===== src/rtl/mipi_csi_pkg.sv =====
// Shared definitions for the CSI-2 RAW depacker: lane geometry, data-type codes,
// per-type group sizes and the receive FSM encoding.
// No ports; imported by the depacker top and the pixel unpacker.
package mipi_csi_pkg;

  localparam int MIPI_GEAR  = 8;   // bits per lane per byte-clock cycle
  localparam int LANES      = 4;   // lane count
  localparam int PIXEL_SLOT = 16;  // output bits per pixel slot
  localparam int BUF_BYTES  = 10;  // worst case: 6 leftover RAW14 bytes + 4 new

  // Low three bits of the CSI-2 data ID for the supported RAW formats.
  localparam logic [2:0] TYPE_RAW10 = 3'd3;
  localparam logic [2:0] TYPE_RAW12 = 3'd4;
  localparam logic [2:0] TYPE_RAW14 = 3'd5;

  // Bytes carrying one group of four pixels.
  localparam logic [3:0] GRP_RAW10 = 4'd5;
  localparam logic [3:0] GRP_RAW12 = 4'd6;
  localparam logic [3:0] GRP_RAW14 = 4'd7;

  // ST_SYNC waits for a low valid so a packet cut by reset is not picked up mid-way.
  typedef enum logic [1:0] {
    ST_SYNC,
    ST_IDLE,
    ST_ACTIVE
  } rx_state_e;

  // Group size for a data type; zero marks an unsupported type.
  function automatic logic [3:0] group_size(input logic [2:0] pkt_type);
    logic [3:0] g;
    case (pkt_type)
      TYPE_RAW10: g = GRP_RAW10;
      TYPE_RAW12: g = GRP_RAW12;
      TYPE_RAW14: g = GRP_RAW14;
      default:    g = 4'd0;
    endcase
    return g;
  endfunction

endpackage


===== src/rtl/mipi_csi_raw_unpack_4px.sv =====
// Combinational unpacker: turns the lowest bytes of a RAW10/12/14 group into four
// right-justified 16-bit pixels. Ports: type_i (data type code), bytes_i (7 bytes,
// byte0 at [7:0]), pixels_o (P0 at [15:0] .. P3 at [63:48]); zero for other types.
module mipi_csi_raw_unpack_4px
  import mipi_csi_pkg::*;
(
  input  logic [2:0]                type_i,
  input  logic [55:0]               bytes_i,
  output logic [4*PIXEL_SLOT-1:0]   pixels_o
);

  logic [7:0]  b [7];
  logic [23:0] low14;

  always_comb begin
    for (int i = 0; i < 7; i++) b[i] = bytes_i[8*i +: 8];
    // RAW14 low bits form one little-endian 24-bit field, 6 bits per pixel.
    low14 = {b[6], b[5], b[4]};
  end

  always_comb begin
    pixels_o = '0;
    case (type_i)
      TYPE_RAW10: begin
        for (int i = 0; i < 4; i++)
          pixels_o[16*i +: 16] = {6'd0, b[i], b[4][2*i +: 2]};
      end
      TYPE_RAW12: begin
        pixels_o[15:0]  = {4'd0, b[0], b[2][3:0]};
        pixels_o[31:16] = {4'd0, b[1], b[2][7:4]};
        pixels_o[47:32] = {4'd0, b[3], b[5][3:0]};
        pixels_o[63:48] = {4'd0, b[4], b[5][7:4]};
      end
      TYPE_RAW14: begin
        for (int i = 0; i < 4; i++)
          pixels_o[16*i +: 16] = {2'd0, b[i], low14[6*i +: 6]};
      end
      default: pixels_o = '0;
    endcase
  end

endmodule


===== src/rtl/mipi_csi_rx_raw_depacker_8b4lane.sv =====
// CSI-2 4-lane RAW10/12/14 depacker: accumulates payload bytes, emits four pixels
// per beat one clock after the completing word, and flags malformed lines.
// Ports: clk_i/reset_n_i; data_valid_i, data_i, packet_length_i, packet_type_i in;
// pixel_valid_o, pixel_data_o, line_done_o, line_err_o out (all registered).
module mipi_csi_rx_raw_depacker_8b4lane
  import mipi_csi_pkg::*;
(
  input  logic                        clk_i,
  input  logic                        reset_n_i,
  input  logic                        data_valid_i,
  input  logic [LANES*MIPI_GEAR-1:0]  data_i,
  input  logic [15:0]                 packet_length_i,
  input  logic [2:0]                  packet_type_i,
  output logic                        pixel_valid_o,
  output logic [4*PIXEL_SLOT-1:0]     pixel_data_o,
  output logic                        line_done_o,
  output logic                        line_err_o
);

  localparam int BUF_W = BUF_BYTES * 8;

  rx_state_e             state_q, state_d;
  logic [2:0]            type_q, type_d;
  logic [15:0]           remaining_q, remaining_d;
  logic [3:0]            fill_q, fill_d;
  logic [BUF_W-1:0]      buf_q, buf_d;
  logic                  pix_vld_q, pix_vld_d;
  logic [63:0]           pix_dat_q, pix_dat_d;
  logic                  done_q, done_d;
  logic                  err_q, err_d;

  // Append path, valid for the current cycle's word.
  logic                  take;
  logic [2:0]            cur_type;
  logic [15:0]           cur_rem;
  logic [2:0]            n_take;
  logic [3:0]            grp;
  logic [31:0]           data_masked;
  logic [BUF_W-1:0]      buf_app;
  logic [3:0]            fill_app;
  logic [63:0]           unpacked;

  always_comb begin
    take     = 1'b0;
    cur_type = type_q;
    cur_rem  = remaining_q;
    // The start cycle uses the live type/length since the latches are not yet loaded.
    if (data_valid_i && state_q == ST_IDLE) begin
      take     = 1'b1;
      cur_type = packet_type_i;
      cur_rem  = packet_length_i;
    end else if (data_valid_i && state_q == ST_ACTIVE) begin
      take     = 1'b1;
    end
    n_take = (cur_rem >= 16'd4) ? 3'd4 : cur_rem[2:0];
    grp    = group_size(cur_type);
    // Bytes past the packet length are zeroed so the buffer above fill stays clean.
    data_masked = '0;
    for (int k = 0; k < 4; k++)
      data_masked[8*k +: 8] = (3'(k) < n_take) ? data_i[8*k +: 8] : 8'h00;
    buf_app  = buf_q | ({{(BUF_W-32){1'b0}}, data_masked} << {fill_q, 3'b000});
    fill_app = fill_q + {1'b0, n_take};
  end

  mipi_csi_raw_unpack_4px u_unpack (
    .type_i   (cur_type),
    .bytes_i  (buf_app[55:0]),
    .pixels_o (unpacked)
  );

  always_comb begin
    state_d     = state_q;
    type_d      = type_q;
    remaining_d = remaining_q;
    fill_d      = fill_q;
    buf_d       = buf_q;
    pix_vld_d   = 1'b0;
    pix_dat_d   = pix_dat_q;
    done_d      = 1'b0;
    err_d       = 1'b0;

    case (state_q)
      ST_SYNC: begin
        if (!data_valid_i) state_d = ST_IDLE;
      end
      ST_IDLE: begin
        if (data_valid_i) state_d = ST_ACTIVE;
      end
      ST_ACTIVE: begin
        if (!data_valid_i) begin
          state_d     = ST_IDLE;
          done_d      = 1'b1;
          err_d       = (fill_q != 4'd0) || (remaining_q != 16'd0) ||
                        (group_size(type_q) == 4'd0);
          type_d      = '0;
          remaining_d = '0;
          fill_d      = '0;
          buf_d       = '0;
        end
      end
      default: state_d = ST_SYNC;
    endcase

    if (take) begin
      type_d      = cur_type;
      remaining_d = cur_rem - {13'd0, n_take};
      // Unsupported types keep the buffer empty: the packet is dropped whole.
      if (grp != 4'd0) begin
        if (fill_app >= grp) begin
          pix_vld_d = 1'b1;
          pix_dat_d = unpacked;
          buf_d     = buf_app >> {grp, 3'b000};
          fill_d    = fill_app - grp;
        end else begin
          buf_d     = buf_app;
          fill_d    = fill_app;
        end
      end
    end
  end

  always_ff @(posedge clk_i or negedge reset_n_i) begin
    if (!reset_n_i) begin
      state_q     <= ST_SYNC;
      type_q      <= '0;
      remaining_q <= '0;
      fill_q      <= '0;
      buf_q       <= '0;
      pix_vld_q   <= 1'b0;
      pix_dat_q   <= '0;
      done_q      <= 1'b0;
      err_q       <= 1'b0;
    end else begin
      state_q     <= state_d;
      type_q      <= type_d;
      remaining_q <= remaining_d;
      fill_q      <= fill_d;
      buf_q       <= buf_d;
      pix_vld_q   <= pix_vld_d;
      pix_dat_q   <= pix_dat_d;
      done_q      <= done_d;
      err_q       <= err_d;
    end
  end

  assign pixel_valid_o = pix_vld_q;
  assign pixel_data_o  = pix_dat_q;
  assign line_done_o   = done_q;
  assign line_err_o    = err_q;

endmodule


===== config.mk =====
export PLATFORM = sky130hd
export DESIGN_NAME = mipi_csi_rx_raw_depacker_8b4lane
export DESIGN_NICKNAME = d
export VERILOG_FILES = /design/src/rtl/mipi_csi_pkg.sv /design/src/rtl/mipi_csi_raw_unpack_4px.sv /design/src/rtl/mipi_csi_rx_raw_depacker_8b4lane.sv
export SDC_FILE = /design/constraint.sdc
export NUM_CORES = 1
export LEC_CHECK = 0
export CORE_ASPECT_RATIO = 1.1
export CORE_MARGIN = 2
export CORE_UTILIZATION = 50
export CTS_BUF_LIST = sky130_fd_sc_hd__clkbuf_4
export CTS_CLUSTER_SIZE = 10
export DETAILED_ROUTE_END_ITERATION = 10
export PLACE_DENSITY = 0.72
export SYNTH_ARGS = -nofsm -noshare
export SYNTH_HDL_FRONTEND = slang
export SYNTH_SLANG_ARGS = --single-unit

===== constraint.sdc =====
create_clock -name clk_i -period 8.72 [get_ports clk_i]
set_input_delay 1.744 -clock clk_i [delete_from_list [all_inputs] [get_ports clk_i]]
set_output_delay 1.744 -clock clk_i [all_outputs]
set_load 0.03 [all_outputs]

* Word-level counts from Yosys, hierarchy flattened
Index checks and enable logic that the tools add are counted.
** Storage, ports and cells
- Bits in registers :: 172
- Bits in latches :: 0
- RAM bits :: 0
- Memory bits (read-only) :: 0
- Input port bits :: 54
- Output and inout port bits :: 67
- Logic and storage cells :: 86
- Memories :: 0
** Operators by class
- Add/sub/neg operators :: 3
- Multipliers :: 0
- Div/mod/pow operators :: 0
- Magnitude comparators :: 6
- Equality and inequality tests :: 11
- Shift-type cells :: 2
- Multiplexer cells :: 40
- Bitwise operators :: 1
- Reduce and logical (&&, ||, !) cells :: 14
** Operators with widths (count)
- two-way mux 80 bit :: 5
- case mux 62 bit (3 select lines) :: 1
- bitwise OR 80 bit :: 1
- << shifter 32 x 7 -> 80 bit :: 1
- >> shifter 80 x 7 -> 80 bit :: 1
- two-way mux 16 bit :: 4
- two-way mux 8 bit :: 4
- two-way mux 4 bit :: 7
- case mux 3 bit (3 select lines) :: 2
- greater-or-equal comparator 16 x 3 -> 1 bit (second input constant) :: 1
- nonzero test 16 bit :: 1
- subtractor 16 x 3 -> 16 bit :: 1
- two-way mux 3 bit :: 5
- equality test 3 bit (second input constant) :: 4
- two-way mux 1 bit :: 9
- nonzero test 4 bit :: 2
- equality test 3 x 2 -> 1 bit (second input constant) :: 2
- < comparator 1 x 3 -> 1 bit (first input constant) :: 2
- < comparator 2 x 3 -> 1 bit (first input constant) :: 2
- adder 4 x 3 -> 4 bit :: 1
- greater-or-equal comparator 4 bit :: 1
- logical NOT 4 bit :: 1
- two-way mux 2 bit :: 2
- != test 2 bit (second input constant) :: 2
- 12 further kinds :: 15

* Depth between registers and ports, before layout
Gate-level depths: netlist (run 1).
- Depth after elaboration :: 13
- Mapped depth :: 23
- Depth with buffers taken out :: 18

* Modules after synthesis
A second synthesis (run 1) with hierarchy kept.
** Second synthesis, totals
- Cells, all modules :: 1363
- Area, all modules :: 11569.8 sq um
** By module, submodules not included
- mipi_csi_rx_raw_depacker_8b4lane :: times used 1, cells an instance 1231, area an instance 10475.0 sq um, seq. area each 4304.1 sq um
- mipi_csi_raw_unpack_4px :: times used 1, cells an instance 132, area an instance 1094.8 sq um, seq. area each 0.0 sq um

* Worst setup path after synthesis (run 1)
Ideal clock, no wire load.
- Kind :: input to register
- Start :: input port packet_length_i[6]
- End :: register buf_q[36]
- Setup time :: 0.066 ns
- Arrival time :: 5.968 ns
- Data required time :: 8.654 ns
- Slack :: 2.685 ns
- Stages on the path :: 18
- Path buffers :: 4
- Cells stage by stage :: or4_1 mux2_4 a21oi_2 inv_1 buf_2 buf_1 a21oi_1 ha_1 fa_1 fa_1 a21o_1 a21oi_1 o21ai_1 nor2_1 clkbuf_1 clkbuf_1 a22oi_1 nand2_1
** Between the ends
- Word-level cells in the longest chain between the ends :: 11
- Elaborated cells between the ends (all ways) :: 19
- Classes of those cells :: 1 x add/sub; 6 x order compare; 2 x shift; 9 x mux; 1 x bitwise
** RTL lines
- start, declared :: line mipi_csi_rx_raw_depacker_8b4lane.sv:12 : input logic [15:0] packet_length_i,
- two-way mux 16 bit (*) :: line mipi_csi_rx_raw_depacker_8b4lane.sv:48 : if (data_valid_i && state_q == ST_IDLE) begin
- greater-or-equal comparator 16 x 3 -> 1 bit (*) :: line mipi_csi_rx_raw_depacker_8b4lane.sv:55 : n_take = (cur_rem >= 16'd4) ? 3'd4 : cur_rem[2:0];
- two-way mux 3 bit (*) :: line mipi_csi_rx_raw_depacker_8b4lane.sv:55
- < comparator 1 x 3 -> 1 bit / < comparator 2 x 3 -> 1 bit (equally long branches) :: line mipi_csi_rx_raw_depacker_8b4lane.sv:60 : data_masked[8*k +: 8] = (3'(k) < n_take) ? data_i[8*k +: 8] : 8'h00;
- two-way mux 8 bit :: line mipi_csi_rx_raw_depacker_8b4lane.sv:60
- << shifter 32 x 7 -> 80 bit :: line mipi_csi_rx_raw_depacker_8b4lane.sv:61 : buf_app = buf_q | ({{(BUF_W-32){1'b0}}, data_masked} << {fill_q, 3'b000});
- bitwise OR 80 bit :: line mipi_csi_rx_raw_depacker_8b4lane.sv:61
- >> shifter 80 x 7 -> 80 bit :: line mipi_csi_rx_raw_depacker_8b4lane.sv:112 : buf_d = buf_app >> {grp, 3'b000};
- two-way mux 80 bit (*) :: line mipi_csi_rx_raw_depacker_8b4lane.sv:109 : if (fill_app >= grp) begin
- two-way mux 80 bit (*) :: line mipi_csi_rx_raw_depacker_8b4lane.sv:108 : if (grp != 4'd0) begin
- two-way mux 80 bit (*) :: line mipi_csi_rx_raw_depacker_8b4lane.sv:104 : if (take) begin
- net buf_d[36] :: line mipi_csi_rx_raw_depacker_8b4lane.sv:26 : logic [BUF_W-1:0] buf_q, buf_d;
- end signal, assigned :: line mipi_csi_rx_raw_depacker_8b4lane.sv:138 : buf_q <= buf_d;
- end, declared :: line mipi_csi_rx_raw_depacker_8b4lane.sv:26
Mark *: on every way through the listed nets, which the timed path passes. The rest lies on a longest branch.
A chain may end at the register's enable or synchronous reset.

* Worst setup path in the final report (run 1)
- Start :: input port packet_length_i[10]
- End :: register pix_dat_q[57], in the netlist pixel_data_o[57]
** Between the ends
- Word-level cells in the longest chain between the ends :: 8
- Elaborated cells between the ends (all ways) :: 17
- Classes of those cells :: 1 x add/sub; 6 x order compare; 1 x shift; 7 x mux; 1 x bitwise; 1 x reduce/logical
** RTL lines
- two-way mux 16 bit (*) :: line mipi_csi_rx_raw_depacker_8b4lane.sv:48
- greater-or-equal comparator 16 x 3 -> 1 bit (*) :: line mipi_csi_rx_raw_depacker_8b4lane.sv:55
- two-way mux 3 bit (*) :: line mipi_csi_rx_raw_depacker_8b4lane.sv:55
- < comparator 1 x 3 -> 1 bit / < comparator 2 x 3 -> 1 bit (equally long branches) :: line mipi_csi_rx_raw_depacker_8b4lane.sv:60
- two-way mux 8 bit :: line mipi_csi_rx_raw_depacker_8b4lane.sv:60
- << shifter 32 x 7 -> 80 bit :: line mipi_csi_rx_raw_depacker_8b4lane.sv:61
- bitwise OR 80 bit :: line mipi_csi_rx_raw_depacker_8b4lane.sv:61
- case mux 62 bit (3 select lines) :: line mipi_csi_raw_unpack_4px.sv:23 : case (type_i)
- end signal, assigned :: line mipi_csi_rx_raw_depacker_8b4lane.sv:140 : pix_dat_q <= pix_dat_d;
- end, declared :: line mipi_csi_rx_raw_depacker_8b4lane.sv:28 : logic [63:0] pix_dat_q, pix_dat_d;
Every way passes the cells marked *; elsewhere a longest branch is shown, timed or not.

==> results.json, run 1 <==
{
  "tns_ns": 0,
  "fin_util_pct": 58.9,
  "crit_chain": "clkdlybuf4s50_1 -> nor4_1 -> nand4_1 -> a21oi_2 -> buf_4 -> inv_1 -> a21oi_1 -> ha_1 -> fa_1 -> ha_1 -> a21o_1 -> a21oi_1 -> o21ai_1 -> nand2b_2 -> buf_4 -> nor2_1 -> o21ai_0 -> a21oi_1 -> a211o_1",
  "arrival_ns": 7.80,
  "cp.required_ns": 9.27,
  "cts_num_sinks": 164,
  "crit_fanout": 60,
  "ys_warn_count": 0,
  "core_area_sq_um": 20700,
  "fmax_mhz": 138,
  "ys_ff_latch": 164,
  "cts_resized": 0,
  "root_buffer": "clkbuf_4",
  "grt_pass1_wl_um": 63500,
  "num_vias": 11354,
  "num-nets-final": 1387,
  "pwr-share-clk_pct": 12.2,
  "grt-ovfl-total": 0,
  "dp_slack_ns": 1.04,
  "slowest_stage": "nor2_1",
  "final_layout_size_suffix_gt1_share_pct": 8.08,
  "routedWlPerCell_um": 25.7,
  "area_delta_synth_final_pct": 14.9,
  "numCtsBuffers": 17,
  "initial_core_util_pct": 51.3,
  "ys_top_cells_by_area": "dfrtp_1 (39%), nand2_1 (6.2%), o21ai_0 (4.7%), nor2_1 (4.5%), a21oi_1 (3.5%)",
  "antenna_found_initial": 1,
  "finalWirelength_um": 41800,
  "endpoint_kind": "flop",
  "final_common_cell": "nand2_1",
  "netlist.area_leader.share_pct": 38.7,
  "clk_pin_slew_ns": 0.17,
  "fin_crit_sh_pct": 83.1,
  "power.net_switching_mw": 2.00,
  "cp_common_cell": "a21oi_1",
  "seq_area_frac_synth_pct": 38.7,
  "finalSetupViolCount": 0,
  "avgSynthCellArea_sq_um": 8.41,
  "postCtsHoldBufs": 0,
  "yosysUniqueCellTypes": 83,
  "p_per_area_nw_per_um2": 319,
  "slew_violations": 0,
  "critPathMaxStageDelay_ns": 1.17,
  "drtIter0Drc": 1436,
  "grt_pass1_vias": 10640,
  "numPortBuffers": 112,
  "htree_num_levels": 4,
  "grtUsageTotal_pct": 37.5,
  "grt_max_degree": 92,
  "power.share.switching_pct": 51.4,
  "drtPass1Iterations": 10,
  "rsz0062_at_grt": "false",
  "tritoncts": "done",
  "die_w_um": 143,
  "worst_slew_pin_slew_ns": 1.46,
  "min_path_type": "flop to flop",
  "fp.dieH_um": 157,
  "status": "finished clean",
  "syn_area_sq_um": 10600,
  "drc": 0,
  "cp-start-kind": "primary input",
  "period_minus_slack_ns": 7.24,
  "skew_ns": 0.0405,
  "vias_per_cell": 7.00,
  "cap_viol_max_count": 0,
  "leakagePower_nw": 4.93,
  "p_comb_share_pct": 57.2,
  "vdd_drop_max_mv": 0.229,
  "dp_hpwl_um": 28900,
  "synth_top_area_cell": "dfrtp_1",
  "die_area_sq_um": 22400,
  "synth-main-ff-cell": "dfrtp_1",
  "cell_internal_pwr_mw": 1.89,
  "antenna_left": 0,
  "ctsLongestPathBuffers": 2,
  "synth-edff-count": 0,
  "synth_async_sr_flop_share_pct": 100,
  "critPathKind": "primary input to flop",
  "gp_congestion": 1.04,
  "slew-limit-headroom_pct": 2.31,
  "p_seq_share_pct": 30.6,
  "hold_violations": 0,
  "final_cell_mix": "nand2_1 (174), dfrtp_1 (164), nor2_1 (125)",
  "setup_slack_ns": 1.48,
  "p_total_mw": 3.89,
  "syn_inst": 1262,
  "postCtsSetupBuffers": 0,
  "rows": 55,
  "io_pins": 121,
  "clk_latency_ns": 0.62
}
==> final timing paths <==
| check | from | end | slack [ns] | cells after the start |
|---|---|---|---|---|
| worst min-delay path | buf_q[54] | buf_q[54] | 0.49 | 2 |
| worst min register to register | buf_q[54] | buf_q[54] | 0.49 | 2 |
| worst max-delay path | packet_length_i[10] | pixel_data_o[57] | 1.48 | 19 |
| worst max register to register | state_q[1] | pixel_data_o[57] | 2.24 | 18 |
| max in group asynchronous | reset_n_i | buf_q[5] | 6.04 | 2 |
| min in group asynchronous | reset_n_i | remaining_q[14] | 1.17 | 1 |
==> worst max-delay path: cells and delay by family <==
kind,cells,cell delay (ns)
compound gates,8,1.62
buf+inv,4,1.12
fa+ha+maj,3,1.02
simple gates,4,2.26
==> final cells by class <==
| class | count | area, sq um |
|---|---|---|
| clock inverter | 15 | 159 |
| multi-input combinational | 973 | 6000 |
| antenna | 1 | 2.50 |
| inverter | 26 | 97.6 |
| sequential | 164 | 4100 |
| clock buffer | 17 | 128 |
| tap | 285 | 357 |
| fill | 1895 | 8520 |
| timing repair buffer | 142 | 1350 |
==> cell families after synthesis <==
| logic type | count (synthesis) | share of synthesized area [%] |
|---|---|---|
| AND/OR/NAND/NOR | 417 | 17.4 |
| adder cells (fa/ha/maj) | 9 | 1.20 |
| XOR/XNOR | 16 | 1.32 |
| multiplexers | 25 | 2.63 |
| flip-flops | 164 | 38.7 |
| buffers and inverters | 133 | 5.27 |
| other | 1 | 0.0353 |
| AO/OA/AOI/OAI | 497 | 33.5 |
==> sequential cells by signal, summed over array words and instances (netlist names) <==
signal,flops
line_done_o,1
type_q,3
state_q,2
pixel_data_o,56
fill_q,4
line_err_o,1
buf_q,80
remaining_q,16
pixel_valid_o,1
==> cell usage after synthesis (12+ instances only) <==
cell	instances
nand2_1	174
dfrtp_1	164
nor2_1	126
o21ai_0	100
a21oi_1	74
clkbuf_1	73
o22ai_1	37
o221ai_1	33
a31oi_1	25
inv_1	25
a221oi_1	24
nor3_1	24
a221o_1	22
a22oi_1	18
nor2b_1	16
o22a_1	16
buf_2	15
mux2i_1	14
nand3_1	14
a22o_1	13
a32oi_1	12
o211ai_1	12
==> power by group through the flow <==
stage	combinational (mW)	sequential [mW]	clock, mW
2_1_floorplan	1.14	1.36	0
3_3_place_gp	2.14	1.19	0
3_5_place_dp	2.15	1.20	0
4_1_cts	2.15	1.18	0.476
5_1_grt	2.34	1.21	0.504
6_report	2.22	1.19	0.474
==> per-stage QoR <==
step                hold WS, ns  instances  cell area [sq um]
floorplan                 0.440       1270              10600
global placement          0.458       1590              11900
detailed placement        0.458       1590              11900
CTS                       0.499       1622              12200
global route              0.532       1623              12200
finish                    0.493       1623              12200
==> layer usage <==
layer / vias up / track usage, % / wire [um]
li1: 4878 / - / -
met1: 5478 / 46.0 / 15300
met2: 777 / 59.9 / 19200
met3: 221 / 7.22 / 3910
met4: 0 / 25.4 / 3350
met5: - / 0 / 0
(Power assumes the default switching activity.)
==> run 2: changes to the inputs <==
- PLACE_DENSITY: 0.72 -> 0.75
- clock period: 8.72 -> 6.6 ns (I/O delays scaled with it)
==> results.json, run 2 (synthesis gave the netlist of run 1 again) <==
{
  "crit_cells": 18,
  "largest_reg_flops": 80,
  "p_per_area_nw_per_um2": 417,
  "drtIter0Drc": 1579,
  "critPathBufInv": 4,
  "final_layout_size_suffix_gt1_share_pct": 8.62,
  "numCtsBuffers": 17,
  "vias_per_cell": 6.86,
  "critPathMaxStageDelay_ns": 0.62,
  "fp.dieH_um": 157,
  "final_cell_mix": "nand2_1 (174), dfrtp_1 (164), nor2_1 (125)",
  "cp_top_family": "compound AO/OA/AOI/OAI gates",
  "gp_congestion": 1.01,
  "rows": 55,
  "endpoint_kind": "flop",
  "grt_max_degree": 75,
  "clk_latency_ns": 0.64,
  "slowest_stage": "or4_1",
  "period_minus_slack_ns": 5.80,
  "drtPass1Iterations": 11,
  "ctsLongestPathBuffers": 2,
  "grtUsageTotal_pct": 37.5,
  "arrival_ns": 6.34,
  "final_common_cell": "nand2_1",
  "initial_core_util_pct": 51.3,
  "critPathKind": "primary input to flop",
  "die_w_um": 143,
  "worst_slew_pin_slew_ns": 1.11,
  "crit_chain": "clkdlybuf4s50_1 -> or4_1 -> mux2_4 -> a21oi_2 -> inv_1 -> a21oi_1 -> ha_1 -> fa_1 -> fa_1 -> a21o_1 -> a21oi_1 -> o21ai_1 -> nand2b_2 -> inv_2 -> nand2_1 -> buf_4 -> o221ai_1 -> a211o_1",
  "slew_violations": 0,
  "slew-limit-headroom_pct": 25.5,
  "grt_pass1_wl_um": 63300,
  "num_vias": 11190,
  "clk_pin_slew_ns": 0.16,
  "io_pins": 121,
  "core_area_sq_um": 20700,
  "num-nets-final": 1395,
  "postCtsHoldBufs": 0,
  "cts_resized": 0,
  "cap_viol_max_count": 0,
  "whs_path_depth": 2,
  "numPortBuffers": 112,
  "cp.required_ns": 7.14,
  "min_path_type": "flop to flop",
  "rsz0062_at_grt": "false",
  "antenna_left": 0,
  "tritoncts": "done",
  "finalSetupViolCount": 0,
  "grt_pass1_vias": 10712,
  "hold_violations": 0,
  "status": "complete, but fails checks",
  "antenna_found_initial": 1,
  "routedWlPerCell_um": 25.4,
  "setup_slack_ns": 0.800,
  "htree_num_levels": 4,
  "cp-start-kind": "primary input",
  "cts_num_sinks": 164,
  "reg2reg_depth": 17,
  "root_buffer": "clkbuf_4",
  "vdd_drop_max_mv": 0.222,
  "fin_crit_sh_pct": 87.9,
  "dp_hpwl_um": 29100,
  "drc": 1,
  "skew_ns": 0.0294,
  "dp_slack_ns": 0.168,
  "tns_ns": 0,
  "failed_checks": "design-rule violations",
  "top_register": "buf_q",
  "crit_fanout": 17,
  "leakagePower_nw": 4.95,
  "fmax_mhz": 172,
  "grt-ovfl-total": 0,
  "area_delta_synth_final_pct": 15.4,
  "finalWirelength_um": 41400,
  "die_area_sq_um": 22400,
  "postCtsSetupBuffers": 0
}
run 2: cell count changes in the layout (fill, tap and decap cells not counted), moves of 2 or more:
cell and change:
buf_4 +7, clkinv_2 -2, clkinvlp_4 +4, clkinv_4 -2
inv_6 +2, clkinv_8 -3
run 2: path summary, 6_finish.rpt:
check	start	to	slack [ns]
max in group asynchronous	reset_n_i	buf_q[39]	4.68
min in group asynchronous	reset_n_i	remaining_q[5]	0.56
min reg2reg	buf_q[51]	buf_q[51]	0.50
max	packet_length_i[5]	buf_q[23]	0.80
max reg2reg	state_q[1]	buf_q[23]	1.33
min	buf_q[51]	buf_q[51]	0.50
run 2: per-layer routing:
layer | share of wire [%] | up-vias | GRT usage [%]
met2 | 46 | 746 | 58.2
met4 | 6.4 | 0 | 21.7
met1 | 38 | 5364 | 48.9
li1 | - | 4911 | -
met3 | 9.4 | 169 | 7.16
met5 | 0 | - | 0
run 2: area by class of cell:
cell class	instances	area [sq um]
fillers	1913	8460
multi-input cells	973	6010
flip-flops and latches	164	4100
repair buffers	150	1420
well taps	285	357
clock buffers	18	135
clock inverters	14	130
inverters	26	97.6
diodes	1	2.50
run 2: tightest hold or removal path, cell delays in order, from the launching register on:
cell,delay [ns]
dfrtp_1,0.37
nand2_1,0.04
o21ai_0,0.06
run 2: through the flow:
step	total power, mW	instance area, sq um	hold WS (ns)	utilization (%)	instances
floorplan	3.31	10600	0.440	-	1270
CTS	5.01	12200	0.495	59.1	1630
finish	5.11	12300	0.500	59.1	1631
detailed placement	4.41	12000	0.465	57.8	1598
global route	5.34	12300	0.512	59.1	1631
global placement	4.39	12000	0.458	57.8	1598
run 2: power breakdown:
group / total (mW) / leakage (nW) / internal (mW) / switching (mW)
clock: 0.613 / 0.136 / 0.171 / 0.442
combinational: 2.93 / 2.64 / 1.02 / 1.91
sequential: 1.57 / 2.17 / 1.31 / 0.258
